File: src/rtl/seq_pkg.sv
`default_nettype none
// ============================================================================
// Module      : seq_pkg
// Description : Shared definitions for the serial pattern generator and the
//               sequence detector that consumes its output. Holds the FSM
//               state encoding and the default bit period so both sides
//               agree on the bit rate.
// Revision    : 1.0 - initial release
// ============================================================================
package seq_pkg;

  // Clocks per serial bit at 50 MHz -> 2 bits per second.
  localparam int unsigned SEQ_DIV = 25_000_000;

  typedef enum logic [1:0] {
    IDLE = 2'd0,
    LOAD = 2'd1,
    SEND = 2'd2,
    GAP  = 2'd3
  } seq_state_e;

endpackage
`default_nettype wire

File: src/rtl/bit_timer.sv
`default_nettype none
// ============================================================================
// Module      : bit_timer
// Description : Free-running DIV-cycle divider used to time both the serial
//               bits and the inter-frame gap. Counts while enabled and wraps
//               after DIV cycles.
// Ports       : clk_i   - clock
//               rst_i   - asynchronous active-high reset
//               clr_i   - synchronous clear of the count
//               en_i    - count enable
//               first_o - count is zero (first cycle of a period)
//               tc_o    - terminal count: last enabled cycle of a period
// Revision    : 1.0 - initial release
// ============================================================================
module bit_timer
  import seq_pkg::*;
#(
  parameter int unsigned DIV = SEQ_DIV
) (
  input  logic clk_i,
  input  logic rst_i,
  input  logic clr_i,
  input  logic en_i,
  output logic first_o,
  output logic tc_o
);

  localparam int unsigned   CW   = (DIV > 1) ? $clog2(DIV) : 1;
  localparam logic [CW-1:0] LAST = CW'(DIV - 1);

  logic [CW-1:0] cnt_q, cnt_d;

  always_comb begin
    cnt_d = cnt_q;
    if (clr_i) begin
      cnt_d = '0;
    end else if (en_i) begin
      cnt_d = (cnt_q == LAST) ? '0 : cnt_q + CW'(1);
    end
  end

  always_ff @(posedge clk_i or posedge rst_i) begin
    if (rst_i) cnt_q <= '0;
    else       cnt_q <= cnt_d;
  end

  assign first_o = (cnt_q == '0);
  assign tc_o    = en_i && (cnt_q == LAST);

endmodule
`default_nettype wire

File: src/rtl/seq_gen.sv
`default_nettype none
// ============================================================================
// Module      : seq_gen
// Description : Serial pattern generator. A rising edge on start loads pat/len
//               and shifts the pattern out MSB first on x, one bit every DIV
//               clocks. In repeat mode frames are separated by a DIV-cycle
//               low gap and pat/len are re-sampled for each frame.
//               All outputs are registered, so they trail the FSM state by
//               one cycle; the first bit appears two cycles after the edge
//               that sees the start rising edge.
// Ports       : CLOCK_50 - clock          rst      - async active-high reset
//               start    - launch (edge)  rep      - repeat mode
//               pat[W]   - pattern        len[4]   - bits per frame (0/>W = W)
//               x        - serial stream  bit_tick - first cycle of each bit
//               busy     - frame active   done     - non-repeating frame end
// Revision    : 1.0 - initial release
// ============================================================================
module seq_gen
  import seq_pkg::*;
#(
  parameter int unsigned DIV = SEQ_DIV,
  parameter int unsigned W   = 8
) (
  input  logic         CLOCK_50,
  input  logic         rst,
  input  logic         start,
  input  logic         rep,
  input  logic [W-1:0] pat,
  input  logic [3:0]   len,
  output logic         x,
  output logic         bit_tick,
  output logic         busy,
  output logic         done
);

  localparam int unsigned IW = $clog2(W) + 1;
  localparam int unsigned SW = $clog2(W);

  seq_state_e    state_q, state_d;
  logic          start_d;                // previous-cycle copy of start
  logic          armed_q;                // low for the first cycle after reset
  logic [W-1:0]  pat_q, pat_d;
  logic [IW-1:0] len_q, len_d;
  logic [IW-1:0] idx_q, idx_d;
  logic          x_q, x_d;
  logic          tick_q, tick_d;
  logic          busy_q, busy_d;
  logic          done_q, done_d;
  logic          tmr_clr;

  logic          w_rise;
  logic [IW-1:0] w_len_eff;
  logic [SW-1:0] w_sel;
  logic          w_tmr_en;
  logic          w_tmr_first;
  logic          w_tmr_tc;

  // armed_q keeps a start held high across reset release from looking like
  // an edge, since start_d comes out of reset at 0.
  assign w_rise = start && !start_d && armed_q;

  always_comb begin
    w_len_eff = IW'(len);
    if (len == 4'd0 || int'(len) > int'(W)) w_len_eff = IW'(W);
  end

  assign w_sel    = SW'(W - 1) - idx_q[SW-1:0];
  assign w_tmr_en = (state_q == SEND) || (state_q == GAP);

  bit_timer #(
    .DIV (DIV)
  ) u_bit_timer (
    .clk_i   (CLOCK_50),
    .rst_i   (rst),
    .clr_i   (tmr_clr),
    .en_i    (w_tmr_en),
    .first_o (w_tmr_first),
    .tc_o    (w_tmr_tc)
  );

  always_comb begin
    state_d = state_q;
    pat_d   = pat_q;
    len_d   = len_q;
    idx_d   = idx_q;
    x_d     = 1'b0;
    tick_d  = 1'b0;
    busy_d  = (state_q != IDLE);
    done_d  = 1'b0;
    tmr_clr = 1'b0;

    case (state_q)
      IDLE: begin
        if (w_rise) state_d = LOAD;
      end
      LOAD: begin
        pat_d   = pat;
        len_d   = w_len_eff;
        idx_d   = '0;
        tmr_clr = 1'b1;
        state_d = SEND;
      end
      SEND: begin
        x_d    = pat_q[w_sel];
        tick_d = w_tmr_first;
        if (w_tmr_tc) begin
          if (idx_q == len_q - IW'(1)) begin
            // Index is left at the last bit rather than wrapping.
            if (rep) begin
              state_d = GAP;
            end else begin
              done_d  = 1'b1;
              state_d = IDLE;
            end
          end else begin
            idx_d = idx_q + IW'(1);
          end
        end
      end
      GAP: begin
        if (w_tmr_tc) begin
          if (rep) begin
            state_d = LOAD;
          end else begin
            done_d  = 1'b1;
            state_d = IDLE;
          end
        end
      end
      default: state_d = IDLE;
    endcase
  end

  always_ff @(posedge CLOCK_50 or posedge rst) begin
    if (rst) begin
      state_q <= IDLE;
      start_d <= 1'b0;
      armed_q <= 1'b0;
      pat_q   <= '0;
      len_q   <= '0;
      idx_q   <= '0;
      x_q     <= 1'b0;
      tick_q  <= 1'b0;
      busy_q  <= 1'b0;
      done_q  <= 1'b0;
    end else begin
      state_q <= state_d;
      start_d <= start;
      armed_q <= 1'b1;
      pat_q   <= pat_d;
      len_q   <= len_d;
      idx_q   <= idx_d;
      x_q     <= x_d;
      tick_q  <= tick_d;
      busy_q  <= busy_d;
      done_q  <= done_d;
    end
  end

  assign x        = x_q;
  assign bit_tick = tick_q;
  assign busy     = busy_q;
  assign done     = done_q;

endmodule
`default_nettype wire

File: config.mk
export PLATFORM = sky130hd
export DESIGN_NAME = seq_gen
export DESIGN_NICKNAME = d
export VERILOG_FILES = /design/src/rtl/seq_pkg.sv /design/src/rtl/bit_timer.sv /design/src/rtl/seq_gen.sv
export SDC_FILE = /design/constraint.sdc
export NUM_CORES = 1
export LEC_CHECK = 0
export CORE_ASPECT_RATIO = 0.6
export CORE_UTILIZATION = 25
export DETAILED_ROUTE_END_ITERATION = 12
export PLACE_DENSITY = 0.42
export SETUP_SLACK_MARGIN = 0.02
export SYNTH_ARGS = -nofsm -noshare
export SYNTH_HDL_FRONTEND = slang
export SYNTH_SLANG_ARGS = --single-unit
File: constraint.sdc
create_clock -name CLOCK_50 -period 2.7 [get_ports CLOCK_50]
set_clock_uncertainty 0.05 [all_clocks]
set_input_delay 0.405 -clock CLOCK_50 [delete_from_list [all_inputs] [get_ports CLOCK_50]]
set_output_delay 0.405 -clock CLOCK_50 [all_outputs]
set_load 0.01 [all_outputs]
# Word level (Yosys, flattened, before mapping)
# Cells that the tools add are included.
dict set report totals {
  register_bits 49
  mem_count 0
  ram_bits 0
  output_inout_bits 4
  inputBits 16
  mem_bits_ro 0
  latchBits 0
}
dict set report op_classes {
  eq_ne 10
  shift 0
  bitwise 0
  mul 0
  addsub 4
  mux 24
  reduce_logical 14
  order_cmp 2
  div 0
}
# op count
set op_table {}
lappend op_table {{$mux 25} 3}
lappend op_table {{$add 25x1->25 const B} 1}
lappend op_table {{$eq 25x25->1 const B} 1}
lappend op_table {{$logic_not 25->1} 1}
lappend op_table {{$mux 4} 3}
lappend op_table {{$mux 2} 5}
lappend op_table {{$mux 1} 9}
lappend op_table {{$pmux 2 s4} 1}
lappend op_table {{$pmux 4 s2} 1}
lappend op_table {{$ne 2x1->1 const B} 3}
lappend op_table {{$reduce_bool 2->1} 3}
lappend op_table {{$add 4x1->4 const B} 1}
lappend op_table {{$eq 2x2->1 const B} 2}
lappend op_table {{$eq 4x4->1} 1}
lappend op_table {{$gt 4x4->1 const B} 1}
lappend op_table {{$logic_not 4->1} 1}
lappend op_table {{$lt 3x4->1 const B} 1}
lappend op_table {{$ne 2x2->1 const B} 2}
lappend op_table {{$reduce_and 4->1} 1}
lappend op_table {{$sub 4x1->4 const B} 1}
lappend op_table {{$bmux 1 s3} 1}
lappend op_table {{$logic_and 1x1->1} 3}
lappend op_table {{$reduce_and 3->1} 1}
lappend op_table {{$sub 3x3->3 const A} 1}
lappend op_table {{other kinds (5)} 6}

# Depth between registers and ports, before layout
dict set report logic_depth {
  ltp_word 5
  depth_mapped 7
}

# Cells and area by module
# From an unflattened synthesis, not the netlist that was laid out.
dict set report unflattened {
  cells_unflattened 317
  hier_area_um2 2856.5
}
# module cells_per_inst area_per_inst_um2 n_inst
set modules_own_cells {}
lappend modules_own_cells {bit_timer 196 1699.1 1}
lappend modules_own_cells {seq_gen 121 1157.4 1}

# Worst setup path after synthesis
# OpenSTA, ideal clock, no wires.
dict set report synth_timing {
  path_type {register to register}
  startpoint {register u_bit_timer.cnt_q[0]}
  endpoint {register u_bit_timer.cnt_q[11]}
  path_slack_ns 0.749
  required_ns 2.513
  stages_incl_launch_ff 8
  setup_ns 0.137
  n_path_buf 1
  t_arrival_ns 1.764
  period_less_slack_ns 1.951
  path_cell_list {dfrtp_1 > ha_1 > and4_1 > nand2_2 > o31a_1 > buf_2 > a41oi_1 > a31oi_1}
}
dict set report synth_between {
  elab_chain_cells 4
}
# element line
set synth_lines {}
lappend synth_lines {{start, declared} bit_timer.sv:31} ;# logic [CW-1:0] cnt_q, cnt_d;
lappend synth_lines {{start signal, assigned} bit_timer.sv:44} ;# else cnt_q <= cnt_d;
lappend synth_lines {{$add 25x1->25 / $eq 25x25->1 (equally long branches)} bit_timer.sv:38} ;# cnt_d = (cnt_q == LAST) ? '0 : cnt_q + CW'(1);
lappend synth_lines {{$mux 25 *} bit_timer.sv:38}
lappend synth_lines {{$mux 25 *} bit_timer.sv:37} ;# end else if (en_i) begin
lappend synth_lines {{$mux 25 *} bit_timer.sv:35} ;# if (clr_i) begin
# Mark *: on every way between the ends. The rest lies on a longest branch, timed or not. The select of a mux whose other input is x is not followed.
# A chain may end at the register's enable or synchronous reset.

# Worst setup path after layout
dict set report layout_timing {
  startpoint {register u_bit_timer.cnt_q[0]}
  endpoint {register u_bit_timer.cnt_q[13]}
}
# Same word-level chain as after synthesis.

==> results.ini <==
[grt]
grt_start_max_net_pins=50
grtUsageMet2_pct=16.8
grt_pass1_wl_microns=11800
antenna_found_initial=0
top_usage_layer=met1
grt.met3_usage_pct=3.17
grt_usage_pct=13.7
grt_overflow=0
grt_pass1_vias=2093
groute.layer.met1.usage_pct=23.1

[sta]
drv_slew=0
setup_viol=0
fmax_ghz=0.448
fin_crit_sh_pct=82.7
hold_violations=0
slew_headroom_pct=57.5
worst_slew_pin_slew_ns=0.636
tns_ns=0
finalCriticalPeriod_ns=2.23
rsz0062_at_grt=no

[place]
numPlacedInstances=431
gp_congestion=0.753
hpwl_microns=4900
portBuffers=19

[power_and_ir_drop]
power_density_nw_per_um2=474
ir_drop_uv=221
power.leakage_nw=1.41

[floorplan]
die_width_microns=137
core-area_sq_um=10600
start_util_pct=25.8
pin_count=20
rows=29
dieArea_sq_um=11400
die_height_microns=82.9

[drt]
ant_nets=0
vias=2168
viasPerCell=4.94
drc=0
drt_iter0_drc=187
post_drt_wl_per_cell_microns=15.8
drt_pass1_iterations=4
wl_microns=6930

[run_status]
status=completed

[worst_setup_path]
critPathRequiredTime_ns=2.79
cp.arrival_ns=2.32
cp-end-kind=register
cp-start-kind=register
path_class=reg2reg
critical_path_peak_fanout=34

[synthesis]
netlist_instances=283
yosysTopAreaCell=dfrtp_1
syn-num-nets=303
ys_warn_count=0
ys_seq_elements=49
avgSynthCellArea_sq_um=9.64
synth_top_area_share_pct=44.9
ys_types=48
synthesis.area_sq_um=2730
synth_top_cells_by_area=dfrtp_1 (45%), nand2_1 (4.5%), a31oi_1 (3.7%)
yosysSeqAreaShare_pct=44.9

[clocking]
cts-root-buf=clkbuf_16
cts_tree=yes
cts_hold_buf=0
clockBufferDepth=2
clk_pin_slew_worst_paths_ns=0.07
cts_resized=0
cts.sinks=49
insertion_delay_ns=0.29
cts.htree.levels=2
cts_setup_buffers=0
cts_made_buffers=5

[hold_path]
hold_class=in2async

[layout]
area_growth_pct=19.0
num_antenna_cells=0
instances_no_fill=439
fillers=1103
nNetsFinal=319
drive_gt1_share_pct=12.0
mostFrequentLayoutCells=dfrtp_1 (49), nand2_1 (33), clkdlybuf4s50_1 (19)
layout_commonest_cell=dfrtp_1

[flow_run]
maxCapViolCount=0

[layout make-up]
type | count | area (sq um) | area share, %
sequential | 49 | 1230 | 37.8
clock inverter | 1 | 30.0 | 0.925
multi-input combinational | 206 | 1380 | 42.5
tap | 139 | 174 | 5.36
timing repair buffer | 25 | 248 | 7.63
clock buffer | 7 | 143 | 4.39
inverter | 12 | 45.0 | 1.39
[critical path, stage by stage, from the launching register on]
cell     delay (ns)
dfrtp_1        0.43
ha_1           0.25
and4_1         0.32
nand2_2        0.14
o31a_1         0.31
buf_4          0.24
a41oi_1        0.26
a31oi_1        0.07
[synthesized netlist by cell type, drive strengths merged]
master and count:
or4b 1, a41oi 5, mux2 8, ha 4
o2bb2ai 1, a31oi 16, nand2b 7, nand4 10
mux2i 1, mux4 2, nand4b 1, or2 1
o211a 1, a21oi 9, clkbuf 8, nor2 10
and3 7, conb 1, o31ai 1, xnor2 2
dfrtp 49, nor4 10, o211ai 4, nand3 17
and4 3, a211oi 1, inv 12, and2 3
or4 3, a41o 1, a32o 2, a22o 2
buf 8, xor2 5, or3 3, nor3b 2
a31o 1, o31a 3, o21ai 20, nand2 35
nor3 3
[flip-flops by register name (all words and copies together), names as in the netlist]
name / cells
armed_q: 1
bit_tick: 1
busy: 1
done: 1
idx_q: 4
len_q: 4
pat_q: 8
start_d: 1
state_q: 2
u_bit_timer.cnt_q: 25
x: 1
[where the power goes]
group | switching (mW) | total, mW | leakage [nW] | internal, mW
Combinational | 0.0232 | 0.0552 | 0.708 | 0.0319
Sequential | 0.00377 | 0.746 | 0.613 | 0.742
Clock | 0.275 | 0.739 | 0.0841 | 0.463
Total | 0.302 | 1.54 | 1.41 | 1.24
[metrics by stage]
step           power, mW  hold slack, ns  setup WS [ns]  util [%]  instance area [sq um]
2_1_floorplan      0.780           0.386          0.749         -                   2730
3_3_place_gp       0.817           0.435          0.487      29.0                   3070
3_5_place_dp       0.817           0.449          0.492      29.0                   3070
4_1_cts             1.57           0.427          0.481      30.6                   3250
5_1_grt             1.61           0.452          0.250      30.6                   3250
6_report            1.54           0.423          0.467      30.6                   3250
[logic make-up (layout without fill, tap and decap cells)]
| family | Yosys count | in the layout | synth area share, % |
|---|---|---|---|
| AO/OA/AOI/OAI | 67 | 67 | 16.1 |
| adder cells (fa/ha/maj) | 4 | 4 | 1.83 |
| AND/OR/NAND/NOR | 116 | 116 | 24.9 |
| buffers and inverters | 28 | 45 | 4.45 |
| XOR/XNOR | 7 | 7 | 2.25 |
| multiplexers | 11 | 11 | 5.32 |
| other | 1 | 1 | 0.137 |
| flip-flops | 49 | 49 | 44.9 |
[routing by layer]
| metal | vias up | wire length [microns] |
|---|---|---|
| li1 | 1080 | - |
| met1 | 1044 | 4040 |
| met2 | 42 | 2580 |
| met3 | 2 | 293 |
| met4 | 0 | 28 |
| met5 | - | 0 |
[final timing paths]
path,start,to,slack [ns],cells after the start
max reg2reg,u_bit_timer.cnt_q[0]$_DFFE_PP0P_,u_bit_timer.cnt_q[13]$_DFFE_PP0P_,0.47,7
min,rst,armed_q$_DFF_PP0_,0.42,3
min in group CLOCK_50,pat_q[4]$_DFFE_PP0N_,pat_q[4]$_DFFE_PP0N_,0.46,1
max,u_bit_timer.cnt_q[0]$_DFFE_PP0P_,u_bit_timer.cnt_q[13]$_DFFE_PP0P_,0.47,7
max in group asynchronous,rst,u_bit_timer.cnt_q[11]$_DFFE_PP0P_,1.94,3
min reg2reg,pat_q[4]$_DFFE_PP0N_,pat_q[4]$_DFFE_PP0N_,0.46,1
No activity file was read; power rests on OpenSTA's default activity.
